## src/rtl/fm_unpack_pkg.sv

```systemverilog
// Shared widths, result-memory address constants and helpers for fm_unpack.
// SADDR_O_MEM / O_MEM_INCR mirror the feature-memory constants kept in define.v;
// they are only given a value here when that file has not already done so.
// Optional feature macro: FM_UNPACK_BYTEMASK_EN (partial byte enables on column tails).
`ifndef SADDR_O_MEM
`define SADDR_O_MEM 32'h4000_0000
`endif
`ifndef O_MEM_INCR
`define O_MEM_INCR 32'd4
`endif

package fm_unpack_pkg;

  localparam int unsigned CNT_W   = 16;
  localparam int unsigned RADDR_W = 16;
  localparam int unsigned BADDR_W = 32;
  localparam int unsigned D64_W   = 64;
  localparam int unsigned D32_W   = 32;
  localparam int unsigned WE_W    = 4;

  localparam logic [BADDR_W-1:0] O_BASE = `SADDR_O_MEM;
  localparam logic [BADDR_W-1:0] O_INCR = `O_MEM_INCR;

  // One registered write beat towards the 32-bit result BRAM.
  typedef struct packed {
    logic [WE_W-1:0]    we;
    logic [BADDR_W-1:0] addr;
    logic [D32_W-1:0]   data;
  } wr_beat_t;

  // 32-bit words per column: four int8 elements per word, rounded up.
  function automatic logic [CNT_W-1:0] words_per_col(input logic [CNT_W-1:0] m);
    return CNT_W'((m - CNT_W'(1)) >> 2) + CNT_W'(1);
  endfunction

  // Byte enables for a column's final word holding only m%4 valid bytes.
  function automatic logic [WE_W-1:0] tail_mask(input logic [1:0] rem);
    logic [WE_W-1:0] mask;
    case (rem)
      2'd1:    mask = 4'b0001;
      2'd2:    mask = 4'b0011;
      2'd3:    mask = 4'b0111;
      default: mask = 4'b1111;
    endcase
    return mask;
  endfunction

endpackage

```

## src/rtl/unpack_addr_gen.sv

```systemverilog
// Word/column counters and 64-bit read address generation for fm_unpack.
// The read port runs one word ahead of the consumer: the address register
// always holds the 64-bit word needed by the *next* WORK cycle, so the
// one-cycle BRAM latency is hidden and every WORK cycle sees its data.
module unpack_addr_gen
  import fm_unpack_pkg::*;
(
  input  logic               clk,
  input  logic               rst_n,
  input  logic               start_i,
  input  logic               com_i,
  input  logic               work_i,
  input  logic [CNT_W-1:0]   m_i,
  input  logic [CNT_W-1:0]   n_i,
  output logic               w_even_o,
  output logic               last_word_o,
  output logic               last_col_o,
  output logic [RADDR_W-1:0] raddr_o
);

  logic [CNT_W-1:0]   words_q, words_d;
  logic [CNT_W-1:0]   cols_q,  cols_d;
  logic [CNT_W-1:0]   w_cnt_q, w_cnt_d;
  logic [CNT_W-1:0]   c_cnt_q, c_cnt_d;
  logic [RADDR_W-1:0] raddr_q, raddr_d;
  logic               fetch_c;

  // Position flags for the word being handled this cycle.
  assign w_even_o    = ~w_cnt_q[0];
  assign last_word_o = (w_cnt_q == words_q - CNT_W'(1));
  assign last_col_o  = (c_cnt_q == cols_q - CNT_W'(1));
  assign raddr_o     = raddr_q;

  // Next counters; the fetch decision looks at the word index after the update.
  always_comb begin
    words_d = words_q;
    cols_d  = cols_q;
    w_cnt_d = w_cnt_q;
    c_cnt_d = c_cnt_q;
    raddr_d = raddr_q;
    fetch_c = 1'b0;

    if (com_i) begin
      words_d = words_per_col(m_i);
      cols_d  = n_i;
      w_cnt_d = '0;
      c_cnt_d = '0;
    end else if (work_i) begin
      if (last_word_o) begin
        w_cnt_d = '0;
        c_cnt_d = c_cnt_q + CNT_W'(1);
      end else begin
        w_cnt_d = w_cnt_q + CNT_W'(1);
      end
    end

    // Word after the upcoming one starts a new 64-bit word when the upcoming
    // one is odd (high half) or the last of its column (odd tail discarded).
    fetch_c = w_cnt_d[0] | (w_cnt_d == words_d - CNT_W'(1));

    if (start_i) begin
      raddr_d = '0;
    end else if (com_i || work_i) begin
      raddr_d = raddr_q + RADDR_W'(fetch_c);
    end
  end

  // Counter and address registers.
  always_ff @(posedge clk or negedge rst_n) begin
    if (!rst_n) begin
      words_q <= '0;
      cols_q  <= '0;
      w_cnt_q <= '0;
      c_cnt_q <= '0;
      raddr_q <= '0;
    end else begin
      words_q <= words_d;
      cols_q  <= cols_d;
      w_cnt_q <= w_cnt_d;
      c_cnt_q <= c_cnt_d;
      raddr_q <= raddr_d;
    end
  end

endmodule

```

## src/rtl/fm_unpack.sv

```systemverilog
// fm_unpack: copies a result job from the 64-bit output buffer to the 32-bit
// PS-visible BRAM, low half of each 64-bit word first.
// Optional: define FM_UNPACK_BYTEMASK_EN to write only the valid bytes of the
// last word in each column when M is not a multiple of four.
module fm_unpack
  import fm_unpack_pkg::*;
(
  input  logic               clk,
  input  logic               rst_n,
  input  logic [CNT_W-1:0]   M,
  input  logic [CNT_W-1:0]   N,
  input  logic               unpack_start,
  output logic               unpack_finish,
  output logic [RADDR_W-1:0] BRAM_OUT64_raddr,
  input  logic [D64_W-1:0]   BRAM_OUT64_rddata,
  output logic [BADDR_W-1:0] BRAM_OUT32_addr,
  output logic               BRAM_OUT32_clk,
  output logic [D32_W-1:0]   BRAM_OUT32_wrdata,
  input  logic [D32_W-1:0]   BRAM_OUT32_rddata,
  output logic               BRAM_OUT32_en,
  output logic               BRAM_OUT32_rst,
  output logic [WE_W-1:0]    BRAM_OUT32_we
);

  typedef enum logic [3:0] {
    ST_IDLE   = 4'b0001,
    ST_COM    = 4'b0010,
    ST_WORK   = 4'b0100,
    ST_FINISH = 4'b1000
  } state_e;

  state_e             state_q, state_d;
  logic               finish_q, finish_d;
  logic               first_q, first_d;
  logic [D32_W-1:0]   hold_q, hold_d;
  wr_beat_t           wr_q, wr_d;

  logic               start_acc_c;
  logic               com_c;
  logic               work_c;
  logic               w_even_c;
  logic               last_word_c;
  logic               last_col_c;
  logic [D32_W-1:0]   data_c;
  logic [WE_W-1:0]    mask_c;
  logic               unused_rd32;

  assign start_acc_c = (state_q == ST_IDLE) && unpack_start;
  assign com_c       = (state_q == ST_COM);
  assign work_c      = (state_q == ST_WORK);

  unpack_addr_gen u_addr_gen (
    .clk         (clk),
    .rst_n       (rst_n),
    .start_i     (start_acc_c),
    .com_i       (com_c),
    .work_i      (work_c),
    .m_i         (M),
    .n_i         (N),
    .w_even_o    (w_even_c),
    .last_word_o (last_word_c),
    .last_col_o  (last_col_c),
    .raddr_o     (BRAM_OUT64_raddr)
  );

  // Even words take the fresh low half; odd words reuse the held high half.
  assign data_c = w_even_c ? BRAM_OUT64_rddata[D32_W-1:0] : hold_q;

`ifdef FM_UNPACK_BYTEMASK_EN
  logic [1:0] rem_q, rem_d;

  // Remember M%4 for the column-tail byte mask.
  always_comb begin
    rem_d = rem_q;
    if (com_c) begin
      rem_d = M[1:0];
    end
  end

  // Tail-remainder register.
  always_ff @(posedge clk or negedge rst_n) begin
    if (!rst_n) begin
      rem_q <= '0;
    end else begin
      rem_q <= rem_d;
    end
  end

  assign mask_c = (last_word_c && (rem_q != 2'd0)) ? tail_mask(rem_q) : {WE_W{1'b1}};
`else
  assign mask_c = {WE_W{1'b1}};
`endif

  // Next state, finish flag, hold register and write beat.
  always_comb begin
    state_d  = state_q;
    finish_d = finish_q;
    first_d  = first_q;
    hold_d   = hold_q;
    wr_d     = wr_q;
    wr_d.we  = '0;

    case (state_q)
      ST_IDLE: begin
        if (unpack_start) begin
          state_d  = ST_COM;
          finish_d = 1'b0;
        end
      end
      ST_COM: begin
        first_d = 1'b1;
        if ((M == '0) || (N == '0)) begin
          state_d = ST_FINISH;
        end else begin
          state_d = ST_WORK;
        end
      end
      ST_WORK: begin
        if (w_even_c) begin
          hold_d = BRAM_OUT64_rddata[D64_W-1:D32_W];
        end
        first_d   = 1'b0;
        wr_d.we   = mask_c;
        wr_d.addr = first_q ? O_BASE : (wr_q.addr + O_INCR);
        wr_d.data = data_c;
        if (last_word_c && last_col_c) begin
          state_d = ST_FINISH;
        end
      end
      ST_FINISH: begin
        state_d  = ST_IDLE;
        finish_d = 1'b1;
      end
      default: begin
        state_d = ST_IDLE;
      end
    endcase
  end

  // State and output registers.
  always_ff @(posedge clk or negedge rst_n) begin
    if (!rst_n) begin
      state_q  <= ST_IDLE;
      finish_q <= 1'b0;
      first_q  <= 1'b0;
      hold_q   <= '0;
      wr_q     <= '0;
    end else begin
      state_q  <= state_d;
      finish_q <= finish_d;
      first_q  <= first_d;
      hold_q   <= hold_d;
      wr_q     <= wr_d;
    end
  end

  assign unpack_finish     = finish_q;
  assign BRAM_OUT32_addr   = wr_q.addr;
  assign BRAM_OUT32_wrdata = wr_q.data;
  assign BRAM_OUT32_we     = wr_q.we;
  assign BRAM_OUT32_clk    = clk;
  assign BRAM_OUT32_en     = 1'b1;
  assign BRAM_OUT32_rst    = ~rst_n;

  // The result BRAM is write-only from this block.
  assign unused_rd32 = ^BRAM_OUT32_rddata;

endmodule

```

## config.mk

```make
export PLATFORM = sky130hd
export DESIGN_NAME = fm_unpack
export DESIGN_NICKNAME = d
export VERILOG_FILES = /design/src/rtl/fm_unpack_pkg.sv /design/src/rtl/unpack_addr_gen.sv /design/src/rtl/fm_unpack.sv
export SDC_FILE = /design/constraint.sdc
export NUM_CORES = 1
export LEC_CHECK = 0
export CORE_UTILIZATION = 52
export DETAILED_ROUTE_END_ITERATION = 7
export PLACE_DENSITY = 0.81
export SETUP_SLACK_MARGIN = 0.3
export SYNTH_ARGS = -nofsm -noshare
export SYNTH_HDL_FRONTEND = slang
export SYNTH_SLANG_ARGS = --single-unit
export TNS_END_PERCENT = 5
```

## constraint.sdc

```tcl
create_clock -name clk -period 5.3 [get_ports clk]
set_input_delay 1.06 -clock clk [delete_from_list [all_inputs] [get_ports clk]]
set_output_delay 1.06 -clock clk [all_outputs]
set_load 0.02 [all_outputs]
```

==> metrics.yaml <==
finish:
  final_layout_size_suffix_gt1_share_pct: 16.64
  instances_no_fill: 1588
  area_delta_synth_final_pct: 35.11
  final_area_um2: 13790
  nets: 1455
  antenna_cells: 0
detailed_routing:
  ant_nets: 0
  drtIter0Drc: 614
  wl_um: 27190
  firstDrtPassIters: 6
  num_vias: 8958
  route.detailed.drc: 0
  vias_per_cell: 5.641
  drt-wirelength-per-cell_um: 17.12
outcome:
  status: "finished clean"
floorplan:
  rows: 50
  die-height_um: 142.1
  ios: 219
  start_util_pct: 53.84
  die_area_um2: 20190
  core_um2: 18960
  fp.dieW_um: 142.1
place:
  hpwl_um: 18430
  place_ws_ps: -548.7
  dpl-instance-area_um2: 12590
  placed_cells: 1528
  portBuffers: 185
  gp_congestion: 0.8711
logic_synthesis:
  yosysTopAreaCellShare_pct: 44.62
  synth_top_area_cell: "dfrtp_1"
  synth_fp_nets: 1230
  synth_seq_area_share_pct: 44.88
  ys_types: 71
  yosysMostFrequentCell: "dfrtp_1"
  synth-async-reset-ratio_pct: 100.0
  synth_seq_cells: 183
  synthTopCellsByArea: "dfrtp_1 (45%), xor2_1 (5.7%), xnor2_1 (5.5%)"
  yosysWarnings: 0
  synth_ff_type: "dfrtp_1"
  synth_cells: 1090
  synth_area_um2: 10210
  syn_avg_cell_area_um2: 9.363
  synth_edf_count: 0
  yosys-top-cells-count: "dfrtp_1 (182), nand2_1 (137), nor2_1 (109)"
power_and_ir_drop:
  swShare_pct: 38.38
  p_sw_mw: 2.342
  pwr-share-comb_pct: 41.2
  p_seq_share_pct: 35.2
  p_clk_share_pct: 23.6
  vdd_drop_max_mv: 0.3547
  p_int_mw: 3.759
  p_per_area_nw_per_um2: 442.5
  power_mw: 6.101
  leakage_nw: 5.930
sta:
  hold_violations: 0
  period_share_pct: 95.77
  rsz0062_at_grt: "yes"
  fin_worst_skew_ps: 16.05
  slew_violations: 0
  slew_headroom_pct: 37.29
  min_period_ps: 5076
  fin_setup_tns_ps: 0
  worst_slack_ps: 224.3
  fmax_mhz: 197.0
  worst_pin_slew_ps: 940.6
  report.final.setup_viol: 0
global_routing:
  grt_start_max_net_pins: 75
  grt_pass1_wl_um: 42700
  grt_pass1_vias: 8851
  track_usage_pct: 26.80
  overflow: 0
  antenna_found_initial: 0
critical_path:
  crit_fanout: 5
  arrival_ps: 5470
  startpoint_type: "input port"
  crit_path_end_kind: "register"
  cp.required_ps: 5700
  worst-setup-path-type: "in -> reg"
  r2r_setup_slack_ps: 260
cts:
  hold_buffers: 0
  clk_pin_slew_ps: 70
  cts_tree: "yes"
  insertion_delay_ps: 540
run:
  cap_violations: 0
hold_path:
  hp-class: "in -> async"
==> flip-flops by register name, summed over array words and instances, names as in the netlist <==
name,count
unpack_finish,1
first_q,1
BRAM_OUT32_we,1
u_addr_gen.words_q,16
hold_q,32
u_addr_gen.w_cnt_q,16
u_addr_gen.cols_q,16
BRAM_OUT32_addr,32
BRAM_OUT32_wrdata,32
u_addr_gen.c_cnt_q,16
state_q,4
u_addr_gen.raddr_o,16
==> placed cells by master, fill, tap and decap left out, drive strengths merged, types with 8 or more instances in the layout <==
cell type / instances
dfrtp: 182
clkdlybuf4s50: 180
nand2: 137
nor2: 110
buf: 78
o21ai: 72
xor2: 67
xnor2: 64
mux2i: 37
nand3: 36
mux2: 35
inv: 34
nand4: 27
a21oi: 27
clkbuf: 24
and3: 22
nor4: 21
nor3: 20
or3: 16
nand3b: 9
and2: 9
or4: 9
ha: 9
nand2b: 8
a31oi: 8
==> worst max-delay path: stages <==
cell and delay (ps):
buf_6 90, or3_4 420, xnor2_4 150, ha_4 200, o41a_1 160, and2_4 180, or3_4 340, a31oi_4 210
buf_6 130, nand3_4 90, nor4_4 250, xnor2_2 120, or4_1 510, a31oi_1 290, a21o_1 220, ha_2 240
nand2_2 90, nor2_4 150, nand2_2 90, nor2_4 170, nand3_2 90, xor2_1 140, nor2_1 60
==> logic make-up after synthesis <==
group / share of synthesized area (%)
multiplexers: 7.491
other: 0.03674
AND/OR/NAND/NOR: 21.83
flip-flops: 44.88
XOR/XNOR: 11.46
AO/OA/AOI/OAI: 9.599
adder cells (fa/ha/maj): 1.103
buffers and inverters: 3.592
==> power by group through the flow <==
stage               combinational, mW  sequential [mW]  clock, mW
finish                           2.52             2.15       1.44
global route                     2.73             2.20       1.52
CTS                              2.37             2.13       1.46
detailed placement               2.25             2.15     0.0253
global placement                 2.18             2.12     0.0253
floorplan                        1.33             2.20     0.0220
==> routing by layer <==
metal  GRT usage (%)  up-vias  routed length, µm
li1                -     4234                  -
met1           33.63     4346              11340
met2           43.60      310              13170
met3           7.133       68               1723
met4           11.49        0                954
met5               0        -                  0
==> stage by stage <==
stage	hold slack (ps)	util, %
after floorplan	456.0	-
after global placement	460.0	66.43
after detailed placement	469.3	66.43
after CTS	423.1	71.23
after global routing	424.6	72.75
final	417.3	72.75
==> repair_timing <==
item / 4_1_cts / 5_1_grt
endpoints found under the setup margin: 12 / 15
buffers inserted: 12 / 13
pin swaps: 26 / 31
resized for setup: 29 / 47
==> worst paths after layout <==
path,startpoint,depth (start not counted),to
max reg2reg,u_addr_gen.words_q[1],20,u_addr_gen.raddr_o[15]
min reg2reg,BRAM_OUT32_wrdata[26],2,BRAM_OUT32_wrdata[26]
min in group clk,BRAM_OUT32_wrdata[26],2,BRAM_OUT32_wrdata[26]
max,M[0],23,u_addr_gen.raddr_o[15]
max in group asynchronous,rst_n,3,BRAM_OUT32_addr[25]
min,rst_n,1,u_addr_gen.c_cnt_q[3]
==> cell type report <==
| cell class | count | area, µm² |
|---|---|---|
| inverters | 27 | 101.3 |
| clock buffers | 22 | 514.2 |
| well taps | 260 | 325.3 |
| flip-flops and latches | 183 | 4582 |
| clock inverters | 14 | 182.7 |
| multi-input cells | 821 | 5639 |
| fillers | 1326 | 5166 |
| repair buffers | 261 | 2445 |
No activity file was read; power rests on OpenSTA's default activity.
